**config.mk**
```make
export PLATFORM = sky130hd
export DESIGN_NAME = seg7_scan_driver
export DESIGN_NICKNAME = d
export VERILOG_FILES = /design/src/rtl/seg7_pkg.sv /design/src/rtl/seg7_hex_decode.sv /design/src/rtl/seg7_scan_driver.sv
export SDC_FILE = /design/constraint.sdc
export NUM_CORES = 1
export LEC_CHECK = 0
export CAP_MARGIN = 10
export CORE_MARGIN = 1.5
export CORE_UTILIZATION = 41
export DETAILED_ROUTE_END_ITERATION = 10
export GPL_TIMING_DRIVEN = 0
export PLACE_DENSITY = 0.61
export SYNTH_ARGS = -nofsm -noshare
export SYNTH_HDL_FRONTEND = slang
export SYNTH_SLANG_ARGS = --single-unit
export TNS_END_PERCENT = 20
```
**constraint.sdc**
```tcl
create_clock -name clk -period 6 [get_ports clk]
set_input_delay 0.9 -clock clk [delete_from_list [all_inputs] [get_ports clk]]
set_output_delay 0.9 -clock clk [all_outputs]
set_load 0.03 [all_outputs]
```
**src/rtl/seg7_pkg.sv**
```systemverilog
// Shared types and segment patterns for the 7-segment scan driver.
// Patterns are g..a, active-low (bit 6 = g, bit 0 = a).
package seg7_pkg;

    typedef logic [6:0] seg7_t;

    localparam seg7_t SEG_BLANK = 7'b1111111;

    localparam seg7_t HEX_SEG [16] = '{
        7'b1000000, 7'b1111001, 7'b0100100, 7'b0110000,
        7'b0011001, 7'b0010010, 7'b0000010, 7'b1111000,
        7'b0000000, 7'b0010000, 7'b0001000, 7'b0000011,
        7'b1000110, 7'b0100001, 7'b0000110, 7'b0001110
    };

endpackage

```
**src/rtl/seg7_hex_decode.sv**
```systemverilog
// Combinational hex nibble to active-low segment pattern lookup.
module seg7_hex_decode
    import seg7_pkg::*;
(
    input  logic [3:0] nibble,
    output seg7_t      seg
);

    assign seg = HEX_SEG[nibble];

endmodule

```
**src/rtl/seg7_scan_driver.sv**
```systemverilog
// Multiplexed common-anode 7-segment scanner with double-buffered updates,
// leading-zero blanking, per-digit decimal points, PWM dimming and a dead cycle per slot.
module seg7_scan_driver
    import seg7_pkg::*;
#(
    parameter int NUM_DIGITS  = 8,
    parameter int SLOT_CYCLES = 50000,
    parameter int BRIGHT_W    = 4
) (
    input  logic                    clk,
    input  logic                    rst_n,
    input  logic                    load,
    input  logic [4*NUM_DIGITS-1:0] value,
    input  logic [NUM_DIGITS-1:0]   dp_in,
    input  logic                    lz_blank,
    input  logic [BRIGHT_W-1:0]     bright,
    output logic [6:0]              seg,
    output logic                    dp_n,
    output logic [NUM_DIGITS-1:0]   an_n,
    output logic                    frame_start
);

    localparam int SLOT_W = (SLOT_CYCLES > 1) ? $clog2(SLOT_CYCLES) : 1;
    localparam int DIG_W  = (NUM_DIGITS > 1) ? $clog2(NUM_DIGITS) : 1;
    localparam logic [SLOT_W-1:0] SLOT_LAST = SLOT_W'(SLOT_CYCLES - 1);
    localparam logic [DIG_W-1:0]  DIG_LAST  = DIG_W'(NUM_DIGITS - 1);

    logic [SLOT_W-1:0]       slot_cnt;
    logic [DIG_W-1:0]        dig_idx;
    logic [BRIGHT_W-1:0]     pwm_cnt;
    logic [4*NUM_DIGITS-1:0] pend_value;
    logic [4*NUM_DIGITS-1:0] act_value;
    logic [NUM_DIGITS-1:0]   pend_dp;
    logic [NUM_DIGITS-1:0]   act_dp;
    logic                    pend;

    logic                    slot_wrap;
    logic                    frame_end;
    logic                    lit;
    logic [3:0]              nib [NUM_DIGITS];
    logic [3:0]              cur_nib;
    logic [NUM_DIGITS-1:0]   zero_from;
    logic [NUM_DIGITS-1:0]   lz_mask;
    seg7_t                   dec_seg;

    assign slot_wrap = (slot_cnt == SLOT_LAST);
    assign frame_end = slot_wrap && (dig_idx == DIG_LAST);

    always_ff @(posedge clk or negedge rst_n) begin
        if (!rst_n) begin
            slot_cnt <= '0;
            dig_idx  <= '0;
            pwm_cnt  <= '0;
        end else begin
            pwm_cnt <= pwm_cnt + 1'b1;
            if (slot_wrap) begin
                slot_cnt <= '0;
                dig_idx  <= (dig_idx == DIG_LAST) ? '0 : dig_idx + 1'b1;
            end else begin
                slot_cnt <= slot_cnt + 1'b1;
            end
        end
    end

    // A load in the boundary cycle lands after the transfer, so pend stays set
    // and the new data waits for the following boundary.
    always_ff @(posedge clk or negedge rst_n) begin
        if (!rst_n) begin
            pend_value <= '0;
            pend_dp    <= '0;
            pend       <= 1'b0;
            act_value  <= '0;
            act_dp     <= '0;
        end else begin
            if (frame_end && pend) begin
                act_value <= pend_value;
                act_dp    <= pend_dp;
                pend      <= 1'b0;
            end
            if (load) begin
                pend_value <= value;
                pend_dp    <= dp_in;
                pend       <= 1'b1;
            end
        end
    end

    genvar gi;
    generate
        for (gi = 0; gi < NUM_DIGITS; gi++) begin : g_nib
            assign nib[gi] = act_value[4*gi +: 4];
        end
    endgenerate

    // zero_from[i]: nibbles i..NUM_DIGITS-1 are all zero.
    always_comb begin
        logic run;
        run       = 1'b1;
        zero_from = '0;
        for (int i = NUM_DIGITS - 1; i >= 0; i--) begin
            run          = run && (act_value[4*i +: 4] == 4'h0);
            zero_from[i] = run;
        end
    end

    assign lz_mask = zero_from & {NUM_DIGITS{lz_blank}} & ~NUM_DIGITS'(1);
    assign cur_nib = nib[dig_idx];
    assign lit     = (slot_cnt != '0) && (pwm_cnt <= bright);

    seg7_hex_decode u_decode (
        .nibble (cur_nib),
        .seg    (dec_seg)
    );

    always_ff @(posedge clk or negedge rst_n) begin
        if (!rst_n) begin
            seg         <= SEG_BLANK;
            dp_n        <= 1'b1;
            an_n        <= '1;
            frame_start <= 1'b0;
        end else begin
            frame_start <= (slot_cnt == '0) && (dig_idx == '0);
            if (lit) begin
                an_n <= ~(NUM_DIGITS'(1) << dig_idx);
                seg  <= lz_mask[dig_idx] ? SEG_BLANK : dec_seg;
                dp_n <= ~act_dp[dig_idx];
            end else begin
                an_n <= '1;
                seg  <= SEG_BLANK;
                dp_n <= 1'b1;
            end
        end
    end

endmodule

```
After elaboration in Yosys (flattened, before gate mapping)
Memory sizes are Yosys's and may differ from the RTL's.
Cells that the tools add are included.
Storage, ports and cells
  latch bits: 0
  logic and storage cells: 68
  bits in read-only memories: 112
  register bits after elaboration: 121
  bits in writable memories: 0
  memories: 1
  output and inout bits: 17
  input port bits: 48
Memories
  (no name shown): words 16, bits a word 7, rd ports 1, clocked after Yosys merged registers in 0, wr ports 0, RTL line seg7_hex_decode.sv:9  | assign seg = HEX_SEG[nibble];
Operators by class
  order comparisons: 4
  reductions and logical operators: 23
  bitwise operators: 5
  multipliers: 0
  $add $sub $neg: 3
  shifts and indexed selects: 1
  divide/modulo/power cells: 0
  eq/ne operators: 2
  muxes and demuxes: 17
Operators with widths (count)
  zero test 4 bit: 8
  2-to-1 mux 7 bit: 4
  adder 16 x 1 -> 16 bit, second input constant: 1
  == test 16 bit, second input constant: 1
  zero test 16 bit: 1
  2-to-1 mux 16 bit: 1
  nonzero test 16 bit: 1
  binary-select mux 4 bit (select 3 bit): 1
  logical AND 1 bit: 11
  AND 8 bit: 1
  2-to-1 mux 4 bit: 2
  2-to-1 mux 8 bit: 1
  NOT 8 bit: 1
  << shifter 1 x 3 -> 8 bit, first input constant: 1
  binary-select mux 1 bit (select 3 bit): 2
  greater-or-equal comparator 5 bit, second input constant: 1
  2-to-1 mux 1 bit: 5
  NOT 4 -> 5 bit: 1
  adder 4 x 1 -> 4 bit, second input constant: 1
  greater-or-equal comparator 4 bit, second input constant: 1
  <= comparator 4 bit: 1
  less-than comparator 3 x 4 -> 1 bit, second input constant: 1
  NOT 3 -> 4 bit: 1
  adder 3 x 1 -> 3 bit, second input constant: 1
  5 further kinds: 5

Depth between registers and ports, before layout
Gate-level depths: netlist of run 1.
  depth after elaboration: 13
  gate-level depth with buffers: 9
  gate-level depth less buffers: 7

Cells and area by module
A second synthesis of run 1 with hierarchy kept.
Second synthesis, totals
  cell total of the unflattened synthesis: 404
  area total of the unflattened synthesis: 5595.4 um^2
Modules (own cells, without submodules)
  seg7_scan_driver: times used 1, area an instance 5326.4 um^2, cells each 371, sequential area each 3047.9 um^2
  seg7_hex_decode: times used 1, area an instance 269.0 um^2, cells each 33, sequential area each 0.0 um^2

Worst setup path after synthesis of run 1
Ideal clock, no wire load.
  path type: input port to flip-flop
  start: input port bright[2]
  end: register seg[5]
  data required time: 5.902 ns
  stages: 7
  arrival time: 2.267 ns
  buffers on the path: 0
  setup slack: 3.635 ns
  library setup time: 0.098 ns
  cell sequence: inv_1 ha_1 a21oi_1 o221ai_1 a21boi_1 o41a_1 o221ai_1
On the way
  cells in the longest elaborated chain, start to end: 3
RTL lines
  from (decl): RTL line seg7_scan_driver.sv:16  | input logic [BRIGHT_W-1:0] bright,
  <= comparator 4 bit: RTL line seg7_scan_driver.sv:108  | assign lit = (slot_cnt != '0) && (pwm_cnt <= bright);
  logical AND 1 bit: RTL line seg7_scan_driver.sv:108
  2-to-1 mux 7 bit: RTL line seg7_scan_driver.sv:123  | if (lit) begin
  to (signal assigned): RTL line seg7_scan_driver.sv:125  | seg <= lz_mask[dig_idx] ? SEG_BLANK : dec_seg;
  to (decl): RTL line seg7_scan_driver.sv:17  | output logic [6:0] seg,
No other way between the ends.
A chain may end at the register's enable or synchronous reset.

Worst setup path in the final report of run 1
  start: input port bright[2]
  end: register seg[6]
The elaborated chain is that of the path after synthesis.

==> flow_summary_export.csv, run 1 <==
group,metric,value,unit
power,p_clk_share,54.7,%
routing,drtIter0Drc,157,
floorplan,row_count,42,
layout,drive_above_1_share,31.5,%
yosys,synth_compound_area_share,3.33,%
global_route,grt_max_degree,63,
timing,max_freq,333,MHz
floorplan,io_pins,65,
layout,final_common_cell,"dfrtp_1",
power,power.share.combinational,4.5,%
yosys,synth_nets,453,
timing,tightest_slew,0.759,ns
worst_setup_path,crit_type,"input pin to flip-flop",
yosys,synth_simple_gate_area_share,7.39,%
floorplan,initial_core_util,41.9,%
global_route,top_usage_layer,"met2",
power,power.net_switching,0.397,mW
global_route,grt.total_usage,16.9,%
power,ir_drop,0.179,mV
yosys,syn_area_per_cell,14.3,µm²
timing,final-setup-viol-count,0,
clock_tree,post_cts_buffers,0,
yosys,synthAdderAreaFrac,4.31,%
timing,maxSlewHeadroom,49.3,%
yosys,synthArstFlopShare,100,%
clock_tree,cts_buffer_depth,2,
yosys,synth_area,5520,µm²
yosys,synth-edff-count,0,
layout,stdcell_count,658,
global_route,gr-total-overflow,0,
placement,numPlacedInstances,626,
global_route,use_met1,23.4,%
routing,first_pass_iters,7,
clock_tree,numCtsBuffers,17,
global_route,grt_pass1_wl,18300,µm
worst_setup_path,critical_path_required,6.30,ns
routing,vias,3323,
clock_tree,root_buffer,"clkbuf_16",
floorplan,die_w,119,µm
power,p_int,1.72,mW
yosys,synthTopCellsByArea,"dfrtp_1, mux2_4, mux2_2",
yosys,synth_xor_area_share,2.38,%
yosys,synth_mux_area_share,24.7,%
timing,min_period,3.00,ns
yosys,yosysTopAreaCell,"dfrtp_1",
timing,maxSlewViolCount,0,
worst_setup_path,worstSetupStartpointType,"input pin",
power,sequentialPowerShare,40.8,%
placement,place_ws,2.63,ns
worst_setup_path,crit_path_end_kind,"flip-flop",
worst_setup_path,cp.arrival,3.30,ns
clock_tree,clk_latency,0.42,ns
run_status,status,"finished clean",
worst_setup_path,critPathMaxFanout,8,
min_path,hp-class,"input pin to async pin",
yosys,synth_cell_types,47,
global_route,grt_pass1_vias,3508,
layout,finalNetCount,536,
placement,dpl.hpwl,7610,µm
routing,wl_per_cell,16.3,µm
routing,final_antenna_net_count,0,
global_route,grt_use_met3,5.41,%
routing,via_per_inst,5.05,
timing,setup_tns,0,ns
yosys,synth_top_family_by_area,"multiplexers",
yosys,synth_cells,386,
routing,drcViolationCount,0,
clock_tree,cts_resized,0,
floorplan,die_y,119,µm
placement,io_buffers,63,
routing,routed_wl,10700,µm
floorplan,die_area,14200,µm²
global_route,grtUsageMet2,24.7,%
placement,place_congestion,0.807,
power,switching_share,18.8,%
power,leakagePower,3.30,nW
yosys,yosysSeqAreaShare,55.2,%
timing,period_share,50.0,%
placement,dpl_cell_area,6400,µm²
timing,fin_skew,0.00614,ns
clock_tree,cts.sinks,121,
global_route,antenna_found_initial,0,
layout,antenna_cells,0,
timing,fin_ws,3.00,ns
layout,final_area,7090,µm²
layout,layout_common_cells,"dfrtp_1, clkdlybuf4s50_1, mux2_2, mux2_4, nand2_1",
timing,rsz0062_at_grt,"false",
yosys,synth_warnings,0,
clock_tree,clk_pin_slew,0.05,ns
floorplan,fp.coreArea,13200,µm²
clock_tree,cts_hold_buf,0,
yosys,synthFlopType,"dfrtp_1",
yosys,synth.ff_latch_count,121,
yosys,synth_top_area_share,47.6,%
layout,syn_to_final_growth,28.3,%
timing,hold_violations,0,
run,cap_violations,0,
power,total_power,2.11,mW
clock_tree,h-tree-depth,4,
power,powerDensity,298,nW/µm²
clock_tree,cts_tree,"yes",
per-stage QoR:
stage	util (%)	hold slack, ns
final	53.7	0.460
after floorplan	-	0.440
after detailed placement	48.5	0.482
after CTS	53.7	0.458
after global placement	48.3	0.465
after global routing	53.7	0.488
final timing paths:
path | slack [ns] | startpoint | end | cells after the start
setup reg to reg | 3.44 | dig_idx[2] | seg[3] | 9
min in group clk | 0.48 | pwm_cnt[0] | pwm_cnt[0] | 1
hold / removal | 0.46 | rst_n | act_value[16] | 1
setup / recovery | 3.00 | bright[2] | seg[6] | 8
max in group asynchronous | 4.81 | rst_n | an_n[3] | 2
hold reg to reg | 0.48 | pwm_cnt[0] | pwm_cnt[0] | 1
flip-flops by register name (all words and copies together), names as in the netlist:
signal,count
act_dp,8
act_value,32
an_n,8
dig_idx,3
dp_n,1
frame_start,1
pend,1
pend_dp,8
pend_value,32
pwm_cnt,4
seg,7
slot_cnt,16
cells by family after synthesis:
logic type      Yosys count
compound gates           27
xor+xnor                 15
fa+ha+maj                19
buf+inv                  30
flops                   121
mux                      98
simple gates             76
power groups by stage:
stage	combinational [mW]	clock, mW	sequential [mW]
finish	0.0954	1.16	0.863
global route	0.106	1.22	0.867
CTS	0.0979	1.18	0.864
detailed placement	0.0974	0	0.877
global placement	0.0928	0	0.876
floorplan	0.0380	0	0.873
metal layers:
metal / share of wire [%] / up-vias / routed length (µm)
met4: 1.3 / 0 / 138
met1: 48 / 1663 / 5160
li1: - / 1562 / -
met2: 45 / 83 / 4830
met3: 5.3 / 15 / 571
met5: 0 / - / 0
layout make-up:
cell class | count | area (µm²)
clock buffers | 26 | 529
multi-input cells | 235 | 2320
flip-flops and latches | 121 | 3050
fillers | 1124 | 6100
plain buffers | 15 | 93.8
well taps | 176 | 220
repair buffers | 64 | 659
clock inverters | 6 | 155
inverters | 15 | 56.3
worst max-delay path, stage by stage:
cell and delay (ns):
clkdlybuf4s50_1 0.46, inv_1 0.04, ha_1 0.31, a21oi_1 0.17, o221ai_1 0.13, a21boi_1 0.60, o41a_1 0.47, o221ai_1 0.21
Yosys cell counts (2+ instances only):
master / number
mux4_2: 10
and3_1: 7
o21ai_0: 4
dfstp_2: 16
nand3_1: 13
mux2_4: 40
xnor2_1: 8
nand2_1: 21
nor2_1: 12
buf_6: 4
xor2_1: 7
nand4_1: 5
ha_1: 19
buf_1: 2
mux2_2: 42
mux2i_1: 5
o211ai_1: 3
o221ai_1: 4
buf_2: 3
nor4_1: 7
inv_1: 14
dfrtp_1: 105
clkbuf_1: 5
a21oi_1: 7
(Power assumes the default switching activity.)
==> inputs of run 2 (changes only) <==
PLACE_DENSITY = 0.63   (was 0.61)
clock period = 2.5 ns   (was 6 ns; I/O delays follow)
==> flow_summary_export.csv, run 2 (synthesis gave the netlist of run 1 again) <==
group,metric,value,unit
floorplan,die_w,119,µm
layout,reg.largest.list,"act_value: 32 flops, pend_value: 32 flops, slot_cnt: 16 flops",
clock_tree,clk_latency,0.42,ns
layout,finalNetCount,537,
worst_setup_path,crit_path_end_kind,"flip-flop",
floorplan,io_pins,65,
timing,final-setup-viol-count,0,
placement,place_congestion,0.806,
global_route,grt_pass1_wl,17600,µm
timing,fin_ws,0.158,ns
routing,final_antenna_net_count,0,
worst_setup_path,critical_path_required,2.83,ns
timing,fin_skew,0.0111,ns
routing,first_pass_iters,4,
routing,via_per_inst,5.02,
clock_tree,h-tree-depth,4,
layout,antenna_cells,0,
worst_setup_path,cp.depth,7,
power,leakagePower,3.26,nW
timing,maxSlewViolCount,0,
worst_setup_path,reg2reg_depth,7,
clock_tree,post_cts_buffers,0,
placement,io_buffers,63,
global_route,antenna_found_initial,0,
clock_tree,cts_tree,"yes",
timing,min_period,2.34,ns
routing,routed_wl,10600,µm
timing,hold_violations,0,
layout,layout_common_cells,"dfrtp_1, clkdlybuf4s50_1, mux2_2, mux2_4, nand2_1",
routing,route.met3.wl,519,µm
worst_setup_path,crit_path_max_incr_delay,0.53,ns
timing,period_share,93.7,%
min_path,hp-class,"input pin to flip-flop",
worst_setup_path,cp_num_buf_inv,2,
floorplan,fp.coreArea,13200,µm²
layout,final_common_cell,"dfrtp_1",
floorplan,row_count,42,
routing,wl_per_cell,16.0,µm
clock_tree,cts_buffer_depth,2,
placement,dpl.hpwl,7500,µm
timing,maxSlewHeadroom,55.5,%
worst_setup_path,cp_cell_sequence,"clkbuf_4 -> mux4_2 -> mux2_2 -> inv_1 -> ha_1 -> a211o_1 -> o211ai_1",
timing,tightest_slew,0.667,ns
routing,wl_met2,4730,µm
clock_tree,cts.sinks,121,
timing,max_freq,427,MHz
worst_setup_path,cp.arrival,2.67,ns
global_route,grt_pass1_vias,3342,
clock_tree,root_buffer,"clkbuf_16",
timing,setup_tns,0,ns
worst_setup_path,slowest_stage,"mux4_2",
clock_tree,clk_pin_slew,0.05,ns
routing,drt-met1-wl,5180,µm
layout,final_core_util,53.1,%
timing,rsz0062_at_grt,"false",
run,cap_violations,0,
min_path,holdPathStages,2,
worst_setup_path,critPathMaxFanout,8,
routing,top_layer,"met4",
layout,syn_to_final_growth,26.8,%
routing,drcViolationCount,0,
floorplan,initial_core_util,41.9,%
routing,vias,3308,
power,powerDensity,669,nW/µm²
placement,place_ws,-0.313,ns
worst_setup_path,crit_type,"flip-flop to flip-flop",
run_status,status,"finished clean",
layout,drive_above_1_share,31.7,%
worst_setup_path,critical-path-top-delay-family,"multiplexers",
worst_setup_path,worstSetupStartpointType,"flip-flop",
global_route,gr-total-overflow,0,
power,ir_drop,0.449,mV
global_route,grt_max_degree,69,
floorplan,die_y,119,µm
global_route,grt.total_usage,16.5,%
routing,drtIter0Drc,185,
clock_tree,numCtsBuffers,17,
floorplan,die_area,14200,µm²
run 2: power by group:
group | internal [mW] | total [mW] | switching, mW
clock | 1.56 | 2.39 | 0.826
combinational | 0.139 | 0.229 | 0.0904
sequential | 2.03 | 2.07 | 0.0395
total | 3.73 | 4.69 | 0.956
run 2: final timing paths:
path	endpoint	slack (ns)	startpoint
max	seg[3]	0.16	dig_idx[1]
min	pend_dp[7]	0.39	load
max reg2reg	seg[3]	0.16	dig_idx[1]
min reg2reg	slot_cnt[0]	0.48	slot_cnt[0]
max in group asynchronous	seg[4]	1.34	rst_n
min in group asynchronous	pend_value[0]	0.48	rst_n
run 2: through the flow:
| stage | total power, mW | cell area, µm² | std cells | hold slack (ns) |
|---|---|---|---|---|
| floorplan | 2.19 | 5520 | 386 | 0.0794 |
| global placement | 2.33 | 6370 | 625 | 0.465 |
| detailed placement | 2.34 | 6400 | 626 | 0.363 |
| CTS | 4.74 | 7000 | 659 | 0.392 |
| global route | 4.87 | 7000 | 659 | 0.404 |
| finish | 4.69 | 7000 | 659 | 0.395 |
run 2: layout make-up:
cell class              count  area [µm²]
fillers                  1130        6190
clock buffers              24         492
inverters                  15        56.3
clock inverters             8        92.6
repair buffers             65         669
multi-input cells         235        2330
well taps                 176         220
plain buffers              15        97.6
flip-flops and latches    121        3050
run 2: metal layers:
metal | global-route usage, % | vias to the layer above
met4 | 8.06 | 0
li1 | - | 1551
met2 | 23.2 | 77
met1 | 23.1 | 1670
met3 | 4.93 | 10
met5 | 0 | -
run 2: what timing repair did:
action                                  4_1_cts  5_1_grt
hold buffers                                  1        0
gates resized for setup                       1        2
endpoints found under the setup margin        1        4
endpoints found under the hold margin        39        0
==> inputs of run 3 (changes only) <==
CORE_MARGIN = not set   (was 1.5)
SLEW_MARGIN = 25   (was not set)
==> flow_summary_export.csv, run 3 (synthesis gave the netlist of run 1 again) <==
group,metric,value,unit
routing,wl_per_cell,16.1,µm
floorplan,row_count,42,
worst_setup_path,r2r_start,"dig_idx[1]",
floorplan,die_area,13900,µm²
global_route,grt.total_usage,16.9,%
worst_setup_path,critPathMaxFanout,8,
timing,period_share,94.6,%
timing,maxSlewHeadroom,57.7,%
worst_setup_path,cp.arrival,2.69,ns
placement,dpl.hpwl,7460,µm
power,p_clk_share,52.7,%
floorplan,die_w,118,µm
min_path,hp-class,"input pin to flip-flop",
routing,route.met3.wl,570,µm
run,cap_violations,0,
placement,dpl_cell_area,6400,µm²
min_path,hold_end,"pend_dp[7]",
timing,final-setup-viol-count,0,
routing,wl_met2,4820,µm
routing,drt-met1-wl,5080,µm
timing,fin_skew,0.0117,ns
power,powerDensity,691,nW/µm²
power,leakagePower,3.28,nW
clock_tree,clk_pin_slew,0.05,ns
global_route,antenna_found_initial,0,
layout,reg.largest.list,"act_value: 32 flops, pend_value: 32 flops, slot_cnt: 16 flops",
power,power.share.combinational,4.7,%
layout,regArea,3050,µm²
global_route,gr-total-overflow,0,
clock_tree,cts_buffer_depth,2,
layout,final_core_util,53.4,%
power,p_int,3.91,mW
layout,multiInputGateArea,2330,µm²
run_status,status,"finished clean",
worst_setup_path,r2r_end,"seg[3]",
power,total_power,4.87,mW
routing,drtIter0Drc,154,
min_path,holdPathStages,2,
worst_setup_path,reg2reg_depth,7,
placement,io_buffers,63,
timing,fin_ws,0.136,ns
layout,syn_to_final_growth,27.5,%
timing,tightest_slew,0.634,ns
clock_tree,post_cts_buffers,0,
timing,max_freq,423,MHz
global_route,grt_max_degree,66,
layout,drive_above_1_share,31.7,%
layout,nFillCells,1131,
clock_tree,root_buffer,"clkbuf_16",
clock_tree,cts.sinks,121,
power,power.net_switching,0.958,mW
global_route,grt_pass1_vias,3390,
worst_setup_path,critical_path_required,2.83,ns
worst_setup_path,crit_type,"flip-flop to flip-flop",
power,ir_drop,0.512,mV
clock_tree,h-tree-depth,4,
routing,top_layer,"met4",
layout,antenna_cells,0,
power,sequentialPowerShare,42.6,%
floorplan,io_pins,65,
routing,routed_wl,10600,µm
layout,finalNetCount,537,
timing,min_period,2.36,ns
routing,drcViolationCount,0,
routing,via_per_inst,5.06,
timing,hold_violations,0,
worst_setup_path,r2r_slack,0.14,ns
placement,place_congestion,0.815,
routing,first_pass_iters,4,
timing,rsz0062_at_grt,"false",
routing,final_antenna_net_count,0,
clock_tree,clk_latency,0.42,ns
layout,layout_common_cells,"dfrtp_1, clkdlybuf4s50_1, mux2_2, mux2_4, nand2_1",
worst_setup_path,worstSetupStartpointType,"flip-flop",
layout,final_area,7040,µm²
routing,vias,3332,
power,switching_share,19.7,%
clock_tree,numCtsBuffers,17,
floorplan,die_y,118,µm
layout,final_common_cell,"dfrtp_1",
clock_tree,cts_tree,"yes",
placement,place_ws,-0.305,ns
floorplan,fp.coreArea,13200,µm²
global_route,grt_pass1_wl,17700,µm
floorplan,initial_core_util,41.9,%
timing,maxSlewViolCount,0,
worst_setup_path,crit_path_end_kind,"flip-flop",
min_path,worstHoldStart,"load",
## run 3: cell count changes in the layout (fill, tap and decap cells not counted)
cell,delta
clkinvlp_4,-1
clkbuf_2,+1
bufinv_16,+2
clkbuf_4,-1
clkbuf_8,-1
## run 3: critical path, stage by stage, from the launching register on
cell      delay [ns]
dfrtp_1         0.37
buf_2           0.27
mux4_2          0.55
mux2_2          0.34
inv_1           0.14
ha_1            0.26
a211o_1         0.26
o211ai_1        0.09
## run 3: power groups by stage
| stage | Clock [mW] | Sequential, mW | Combinational (mW) |
|---|---|---|---|
| after floorplan | 0 | 2.09 | 0.0912 |
| after global placement | 0 | 2.10 | 0.222 |
| after detailed placement | 0 | 2.11 | 0.233 |
| after CTS | 2.62 | 2.07 | 0.236 |
| after global routing | 2.70 | 2.08 | 0.254 |
| final | 2.56 | 2.07 | 0.231 |
## run 3: per-layer routing
| metal | global-route usage [%] | up-vias |
|---|---|---|
| met3 | 5.43 | 10 |
| met4 | 8.17 | 0 |
| met2 | 24.0 | 84 |
| met5 | 0 | - |
| met1 | 23.2 | 1679 |
| li1 | - | 1559 |
## run 3: layout make-up
class,instances,area share (%)
sequential,121,43.3
multi-input combinational,235,33.1
timing repair buffer,65,9.51
clock buffer,23,6.79
tap,176,3.13
clock inverter,9,2.06
buffer,15,1.35
inverter,15,0.800
## run 3: per-stage QoR
stage,std cells,hold slack [ns],setup TNS (ns)
global route,659,0.410,0
global placement,625,0.464,-395.18
finish,659,0.403,0
CTS,659,0.398,0
floorplan,386,0.0794,0
detailed placement,626,0.379,-1.91
## run 3: worst max-delay path by stage
stage,startpoint,to,slack [ns],cells past startpoint
2_1_floorplan,dig_idx[1],seg[3],0.37,7
3_3_place_gp,rst_n,pend_dp[0],-3.45,1
3_5_place_dp,bright[2],seg[6],-0.31,8
4_1_cts,dig_idx[2],seg[3],0.004,9
5_1_grt,dig_idx[1],seg[3],0.005,7
6_report,dig_idx[1],seg[3],0.14,7
## run 3: what timing repair did
| item | CTS | global route |
|---|---|---|
| endpoints found under the hold margin | 42 | 0 |
| endpoints found under the setup margin | 0 | 7 |
| hold buffers | 1 | 0 |
| gates resized for setup | 0 | 2 |
